### config.mk
export PLATFORM = sky130hd
export DESIGN_NAME = sram_rr_arbiter
export DESIGN_NICKNAME = d
export VERILOG_FILES = /design/src/rtl/sram_rr_arbiter.sv
export SDC_FILE = /design/constraint.sdc
export NUM_CORES = 1
export LEC_CHECK = 0
export ABC_AREA = 1
export BUFFER_PORTS_ARGS = -buffer_cell sky130_fd_sc_hd__buf_2
export CAP_MARGIN = 20
export CORE_AREA = 2 2 93 95
export DETAILED_ROUTE_END_ITERATION = 7
export DIE_AREA = 0 0 95 97
export PLACE_DENSITY = 0.82
export SYNTH_ARGS = -nofsm -noshare
export SYNTH_HDL_FRONTEND = slang
export SYNTH_SLANG_ARGS = --single-unit
### constraint.sdc
create_clock -name CLK -period 2.11 [get_ports CLK]
set_clock_uncertainty 0.1 [all_clocks]
set_input_delay 0.3165 -clock CLK [delete_from_list [all_inputs] [get_ports CLK]]
set_output_delay 0.3165 -clock CLK [all_outputs]
set_load 0.005 [all_outputs]
### src/rtl/sram_rr_arbiter.sv
// Round-robin arbiter and read-burst sequencer sharing one single-port SRAM
// between two requesters. The beat is issued combinationally; read valid is registered.
module sram_rr_arbiter #(
    parameter int AW   = 10,
    parameter int DW   = 32,
    parameter int LENW = 4
) (
    input  logic            CLK,
    input  logic            RSTN,
    input  logic            req0,
    input  logic            req1,
    input  logic            we0,
    input  logic            we1,
    input  logic [AW-1:0]   addr0,
    input  logic [AW-1:0]   addr1,
    input  logic [LENW-1:0] len0,
    input  logic [LENW-1:0] len1,
    input  logic [DW-1:0]   wdata0,
    input  logic [DW-1:0]   wdata1,
    output logic            gnt0,
    output logic            gnt1,
    output logic            rvalid0,
    output logic            rvalid1,
    output logic [DW-1:0]   rdata0,
    output logic [DW-1:0]   rdata1,
    output logic            busy,
    output logic            CEN,
    output logic            WEN,
    output logic [AW-1:0]   A,
    output logic [DW-1:0]   D,
    input  logic [DW-1:0]   Q
);

    typedef enum logic [0:0] {IDLE = 1'b0, BURST = 1'b1} state_t;

    state_t          state_r;
    logic            owner_r;
    logic            prio_r;
    logic [LENW-1:0] cnt_r;
    logic [AW-1:0]   nxt_addr_r;
    logic            rv0_r;
    logic            rv1_r;

    logic            win_s;
    logic            we_w_s;
    logic [AW-1:0]   addr_w_s;
    logic [LENW-1:0] len_w_s;
    logic [DW-1:0]   wdata_w_s;
    logic [LENW-1:0] eff_len_s;
    logic            issue_s;
    logic            issue_rd_s;
    logic            who_s;
    logic [AW-1:0]   beat_addr_s;

    // Winner selection, length clamping and beat source for the current cycle.
    always_comb begin
        win_s       = 1'b0;
        issue_s     = 1'b0;
        issue_rd_s  = 1'b0;
        who_s       = 1'b0;
        beat_addr_s = '0;
        if (req0 && req1) begin
            win_s = prio_r;
        end else begin
            win_s = req1;
        end
        we_w_s    = win_s ? we1    : we0;
        addr_w_s  = win_s ? addr1  : addr0;
        len_w_s   = win_s ? len1   : len0;
        wdata_w_s = win_s ? wdata1 : wdata0;
        if (len_w_s == LENW'(4'd0)) begin
            eff_len_s = LENW'(4'd1);
        end else if (len_w_s > LENW'(4'd8)) begin
            eff_len_s = LENW'(4'd8);
        end else begin
            eff_len_s = len_w_s;
        end
        case (state_r)
            IDLE: begin
                issue_s     = req0 | req1;
                issue_rd_s  = (req0 | req1) & ~we_w_s;
                who_s       = win_s;
                beat_addr_s = addr_w_s;
            end
            BURST: begin
                issue_s     = owner_r ? req1 : req0;
                issue_rd_s  = owner_r ? req1 : req0;
                who_s       = owner_r;
                beat_addr_s = nxt_addr_r;
            end
            default: begin
                issue_s     = 1'b0;
                issue_rd_s  = 1'b0;
                who_s       = 1'b0;
                beat_addr_s = '0;
            end
        endcase
    end

    // SRAM strobes are held inactive while RSTN is low so the SRAM can preload.
    always_comb begin
        gnt0 = 1'b0;
        gnt1 = 1'b0;
        CEN  = 1'b1;
        WEN  = 1'b1;
        A    = '0;
        D    = '0;
        if (RSTN && issue_s) begin
            gnt0 = ~who_s;
            gnt1 = who_s;
            CEN  = 1'b0;
            WEN  = issue_rd_s;
            A    = beat_addr_s;
            D    = (state_r == IDLE) ? wdata_w_s : '0;
        end else begin
            gnt0 = 1'b0;
            gnt1 = 1'b0;
        end
    end

    // Burst FSM, round-robin priority and read-valid pipeline.
    always_ff @(posedge CLK or negedge RSTN) begin
        if (!RSTN) begin
            state_r    <= IDLE;
            owner_r    <= 1'b0;
            prio_r     <= 1'b0;
            cnt_r      <= '0;
            nxt_addr_r <= '0;
            rv0_r      <= 1'b0;
            rv1_r      <= 1'b0;
        end else begin
            rv0_r <= issue_s & issue_rd_s & ~who_s;
            rv1_r <= issue_s & issue_rd_s & who_s;
            case (state_r)
                IDLE: begin
                    if (issue_s) begin
                        if (!we_w_s && (eff_len_s > LENW'(4'd1))) begin
                            state_r    <= BURST;
                            owner_r    <= win_s;
                            cnt_r      <= eff_len_s - LENW'(4'd1);
                            nxt_addr_r <= addr_w_s + AW'(1'b1);
                        end else begin
                            prio_r <= ~win_s;
                        end
                    end
                end
                BURST: begin
                    if (issue_s) begin
                        nxt_addr_r <= nxt_addr_r + AW'(1'b1);
                        cnt_r      <= cnt_r - LENW'(4'd1);
                        if (cnt_r == LENW'(4'd1)) begin
                            state_r <= IDLE;
                            prio_r  <= ~owner_r;
                        end
                    end else begin
                        // Owner dropped its request: abandon the rest of the burst.
                        state_r <= IDLE;
                        prio_r  <= ~owner_r;
                    end
                end
                default: begin
                    state_r <= IDLE;
                end
            endcase
        end
    end

    assign rvalid0 = rv0_r;
    assign rvalid1 = rv1_r;
    assign rdata0  = Q;
    assign rdata1  = Q;
    assign busy    = (state_r == BURST);

endmodule

**Yosys cells after proc, flatten, opt, wreduce, memory -nomap -nowiden**

Index checks and enable logic that the tools add are counted.

- Register bits: 19
- Bits of input ports: 130
- Word-level logic and storage cells: 74

- $add $sub $neg: 4
- Order comparisons: 2
- Equal/unequal tests: 6
- Multiplexer cells: 37
- Bitwise gates (word level): 10
- Reduce and logical (&&, ||, !) cells: 8

Operators by type and width:

| kind | number |
|---|---|
| 32-bit two-way mux | 3 |
| 10-bit two-way mux | 5 |
| 10-bit one-hot mux with 2 select lines | 2 |
| 4-bit two-way mux | 6 |
| 10-bit by 1-bit adder with 10-bit output (second input constant) | 2 |
| 1-bit two-way mux | 15 |
| 1-bit one-hot mux with 2 select lines | 5 |
| 3-bit AND reduction | 3 |
| 4-bit one-hot mux with 2 select lines | 1 |
| 4-bit by 1-bit subtractor with 4-bit output (second input constant) | 2 |
| 1-bit inverter | 5 |
| 1-bit AND | 4 |
| 4-bit by 1-bit == test with 1-bit output (second input constant) | 1 |
| 4-bit by 1-bit > comparator with 1-bit output (second input constant) | 1 |
| 4-bit > comparator (second input constant) | 1 |
| 4-bit logical NOT | 1 |
| 2-bit by 1-bit inequality test with 1-bit output (second input constant) | 2 |
| 2-bit inequality test (second input constant) | 2 |
| 1-bit logical AND | 3 |
| 3-bit by 2-bit inequality test with 1-bit output (second input constant) | 1 |
| 1-bit logical NOT | 1 |
| 1-bit bitwise OR | 1 |

**Depth between registers and ports, before layout**

- Depth in word-level cells: 11
- Mapped depth: 18

**Worst setup path before layout**

Ideal clock, no wire load.

- Path kind: reg2reg
- Start point: register prio_r
- End point: register nxt_addr_r[3]
- Library setup time: 0.121 ns
- Arrival: 1.852 ns
- Required time: 1.889 ns
- Setup slack: 0.037 ns
- Cell stages (with the launch flop): 19
- Path buffers: 3
- Cell sequence: dfrtp_1 inv_2 nand2_4 nand2_4 buf_6 buf_6 nand2_1 nand2_1 o21ai_1 nand2_1 inv_2 ha_1 nand4_1 nand3_1 nand2_2 inv_2 buf_6 nand2_1 o21ai_1

- Word-level cells in the longest chain between the ends: 9

Ends and longest elaborated chain:

| what | RTL line | RTL |
|---|---|---|
| from (decl) | 38 | `logic prio_r;` |
| from (signal assigned) | 143 | `prio_r <= ~win_s;` |
| from (signal assigned) | 153 | `prio_r <= ~owner_r;` |
| from (signal assigned) | 158 | `prio_r <= ~owner_r;` |
| 1-bit two-way mux (*) | 62 | `if (req0 && req1) begin` |
| 4-bit two-way mux | 69 | `len_w_s = win_s ? len1 : len0;` |
| 4-bit > comparator | 73 | `end else if (len_w_s > LENW'(4'd8)) begin` |
| 4-bit two-way mux | 73 |  |
| 4-bit two-way mux | 71 | `if (len_w_s == LENW'(4'd0)) begin` |
| 4-bit by 1-bit > comparator with 1-bit output | 137 | `if (!we_w_s && (eff_len_s > LENW'(4'd1))) begin` |
| 1-bit logical AND | 137 |  |
| 2-bit by 1-bit inequality test with 1-bit output (no source line) | - |  |
| 3-bit AND reduction (no source line) | - |  |
| to (signal assigned) | 141 | `nxt_addr_r <= addr_w_s + AW'(1'b1);` |
| to (signal assigned) | 149 | `nxt_addr_r <= nxt_addr_r + AW'(1'b1);` |
| to (decl) | 40 | `logic [AW-1:0] nxt_addr_r;` |

Every way passes the cells marked *; elsewhere a longest branch is shown, timed or not. The select of a mux whose other input is x is not followed.
A chain may end at the register's enable or synchronous reset.

**Final worst setup path**

- Start point: register prio_r
- End point: register nxt_addr_r[4]

The elaborated chain is that of the path after synthesis.

==> out/qor.txt <==
status - finished clean
Num CTS Buffers - 3
drt wl/cell - 13.5 um
Arr. time, crit path - 2.15 ns
Final Hold Fails - 0
cell taking the most area after synthesis - nand2_1
sequential fraction of the synthesis area - 18.6%
Via Count - 2921
Vias/cell - 4.61
Total GRT Usage - 17.3%
commonest non-fill, non-tap cell in the layout - buf_2
proportion of synthesized area in mux cells - 0%
row count - 33
Residual DRC - 0
synthesized area - 2560 um2
share of cells above drive strength 1 - 44.1%
routability cong. - 0.840
syn_nets - 562
Clk Latency, worst-skew pair - 0.27 ns
first-pass GRT wire length - 12.9 mm
post-synthesis adder-cell area fraction - 2.44%
fin util - 41.4%
CP cell instances - inv_2 > nand2_4 > nand2_8 > inv_4 > nand2_1 > nand2_1 > o21ai_2 > nand2_2 > inv_2 > ha_1 > nand4_1 > nand3_2 > nand2_4 > buf_12 > nand2_1 > nand2_1
# fillers - 823
routed wire length - 8.59 mm
pre-CTS setup slack - -0.0648 ns
core region area - 8130 um2
CP delay by family, top - simple AND/OR/NAND/NOR gates
pin count of the biggest net entering global routing - 33
Worst slew margin - 76.6%
final cell count without fillers - 634
Die W - 95 um
Max VDD drop - 0.471 mV
Initial Util - 31.5%
commonest non-fill, non-tap cells in the layout - 146 x buf_2, 133 x nand2_1, 37 x inv_1
Layout area overhead - 31.6%
slowest stage cell, crit path - dfrtp_1
cells after synthesis - 427
placed cell count - 617
Die Y - 97 um
critical-path maximum fanout - 8
fin area - 3370 um2
H-tree depth - 1
CTS tree - done
I/O Pins - 243
main area contributors after synthesis - nand2_1 21%, buf_4 19%, dfrtp_1 19%
clk slew on worst S/H paths - 0.08 ns
Port-buffer cells - 146
layout net count - 664
leakage - 1.94 nW
setup ws final - 0.0230 ns
Buf/Inv on CP - 4
crit share post-route - 98.9%
FMAX - 479 MHz
CTS Sinks - 19
Synth cell types - 28
Longest Clk Path Bufs - 2
Pwr Density - 1080 nW/um2
drt pass-1 iters - 4
DRT iter0 DRCs - 167
XOR/XNOR Fraction of Synth Area - 1.71%
CP required - 2.17 ns
Max stage delay on crit path - 0.40 ns
synthesized area per cell - 5.99 um2
Critical Path End Type - flip-flop
#FFs+latches synth - 19
Final Max Slew Viols - 0
initial antenna violation count - 1
Top cell by count, worst path - nand2_1
top cell type's share of synthesized area - 20.5%
Post-Synth Simple-Gate Area - 35.6%
unrepaired setup endpoints after global routing - yes
global route overflow - 0
worst-margin pin slew - 0.351 ns
yosys warns - 0
root cell of the clock tree - clkbuf_8
largest family of logic cells by synthesized area - simple AND/OR/NAND/NOR gates
Reg2Reg Setup Slack - 0.02 ns
Setup violations, final - 0
Tot Pwr - 3.64 mW
Hold Path Class - in2reg
crit path kind - reg2reg
Compound-Gate Fraction of Synth Area - 12.2%
die footprint - 9220 um2
number of routed nets with antenna violations - 0
Tmin final - 2.09 ns
vias in the first global route - 2728
startpoint types - flip-flop
Post-DP HPWL - 6.78 mm
Placement Cell Area - 3010 um2
# Max-Cap Violations - 0
## Yosys cell counts, drive strengths merged
cell and number:
nand3 28, a21oi 34, inv 45, o22ai 1, ha 5, xnor2 1
o21a 1, nand4 2, buf 75, o21ai 22, clkbuf 7, xor2 4
dfrtp 19, nand2 148, nor2 27, nand3b 4, or2 4
## report_power, final
group / internal, mW / leakage, nW / switching, mW / total (mW)
combinational: 1.15 / 1.69 / 1.56 / 2.71
clock: 0.134 / 0.0217 / 0.140 / 0.274
sequential: 0.548 / 0.235 / 0.107 / 0.655
total: 1.83 / 1.94 / 1.81 / 3.64
## sequential cells by signal, summed over array words and instances (netlist names)
| signal | cells |
|---|---|
| nxt_addr_r | 10 |
| owner_r | 1 |
| rvalid0 | 1 |
| prio_r | 1 |
| busy | 1 |
| cnt_r | 4 |
| rvalid1 | 1 |
## path summary, 6_finish.rpt
| check | start | endpoint | cells after the start |
|---|---|---|---|
| worst min register to register | nxt_addr_r[7] | nxt_addr_r[7] | 2 |
| worst max register to register | prio_r | nxt_addr_r[4] | 16 |
| worst max-delay path | prio_r | nxt_addr_r[4] | 16 |
| min in group asynchronous | RSTN | nxt_addr_r[6] | 3 |
| worst min-delay path | addr0[0] | nxt_addr_r[0] | 6 |
| max in group asynchronous | RSTN | cnt_r[1] | 3 |
## area by class of cell
cell class	instances	area, um2	share of cell area, %
multi-input combinational	281	1470	43.7
timing repair buffer	179	1060	31.5
sequential	19	475	14.1
inverter	45	176	5.24
tap	105	131	3.90
clock buffer	3	41.3	1.23
clock inverter	1	7.51	0.223
antenna	1	2.50	0.0743
## repair_timing
action	in CTS	in global routing
hold buffers	1	0
resized for setup	16	38
endpoints found under the setup margin	46	56
buffers inserted	2	8
pin swaps	3	5
cloned	0	1
endpoints found under the hold margin	19	0
## worst register-to-register path: cells and delay by family (launching register included)
kind | cells | cell delay (ns)
buffers and inverters | 4 | 0.36
flip-flops | 1 | 0.40
AND/OR/NAND/NOR | 10 | 0.86
adder cells (fa/ha/maj) | 1 | 0.15
AO/OA/AOI/OAI | 1 | 0.13
## through the flow
stage | hold WS [ns] | TNS, ns
floorplan | -0.0791 | 0
global placement | 0.252 | 0
detailed placement | 0.250 | -0.515
CTS | 0.390 | -0.157
global route | 0.406 | -2.43
finish | 0.394 | 0
## metal layers
metal / track usage [%] / up-vias / wire length [um]
li1: - / 1465 / -
met3: 4.52 / 25 / 715
met1: 21.0 / 1320 / 3300
met5: 0 / - / 0
met2: 29.1 / 111 / 4420
met4: 6.02 / 0 / 151
## cells by family (layout without fill, tap and decap cells)
logic type,count (synthesis),after routing
XOR/XNOR,5,5
buffers and inverters,127,228
AND/OR/NAND/NOR,213,213
adder cells (fa/ha/maj),5,5
flip-flops,19,19
AO/OA/AOI/OAI,58,58
other,0,1
Power figures use the tool's default switching activity.
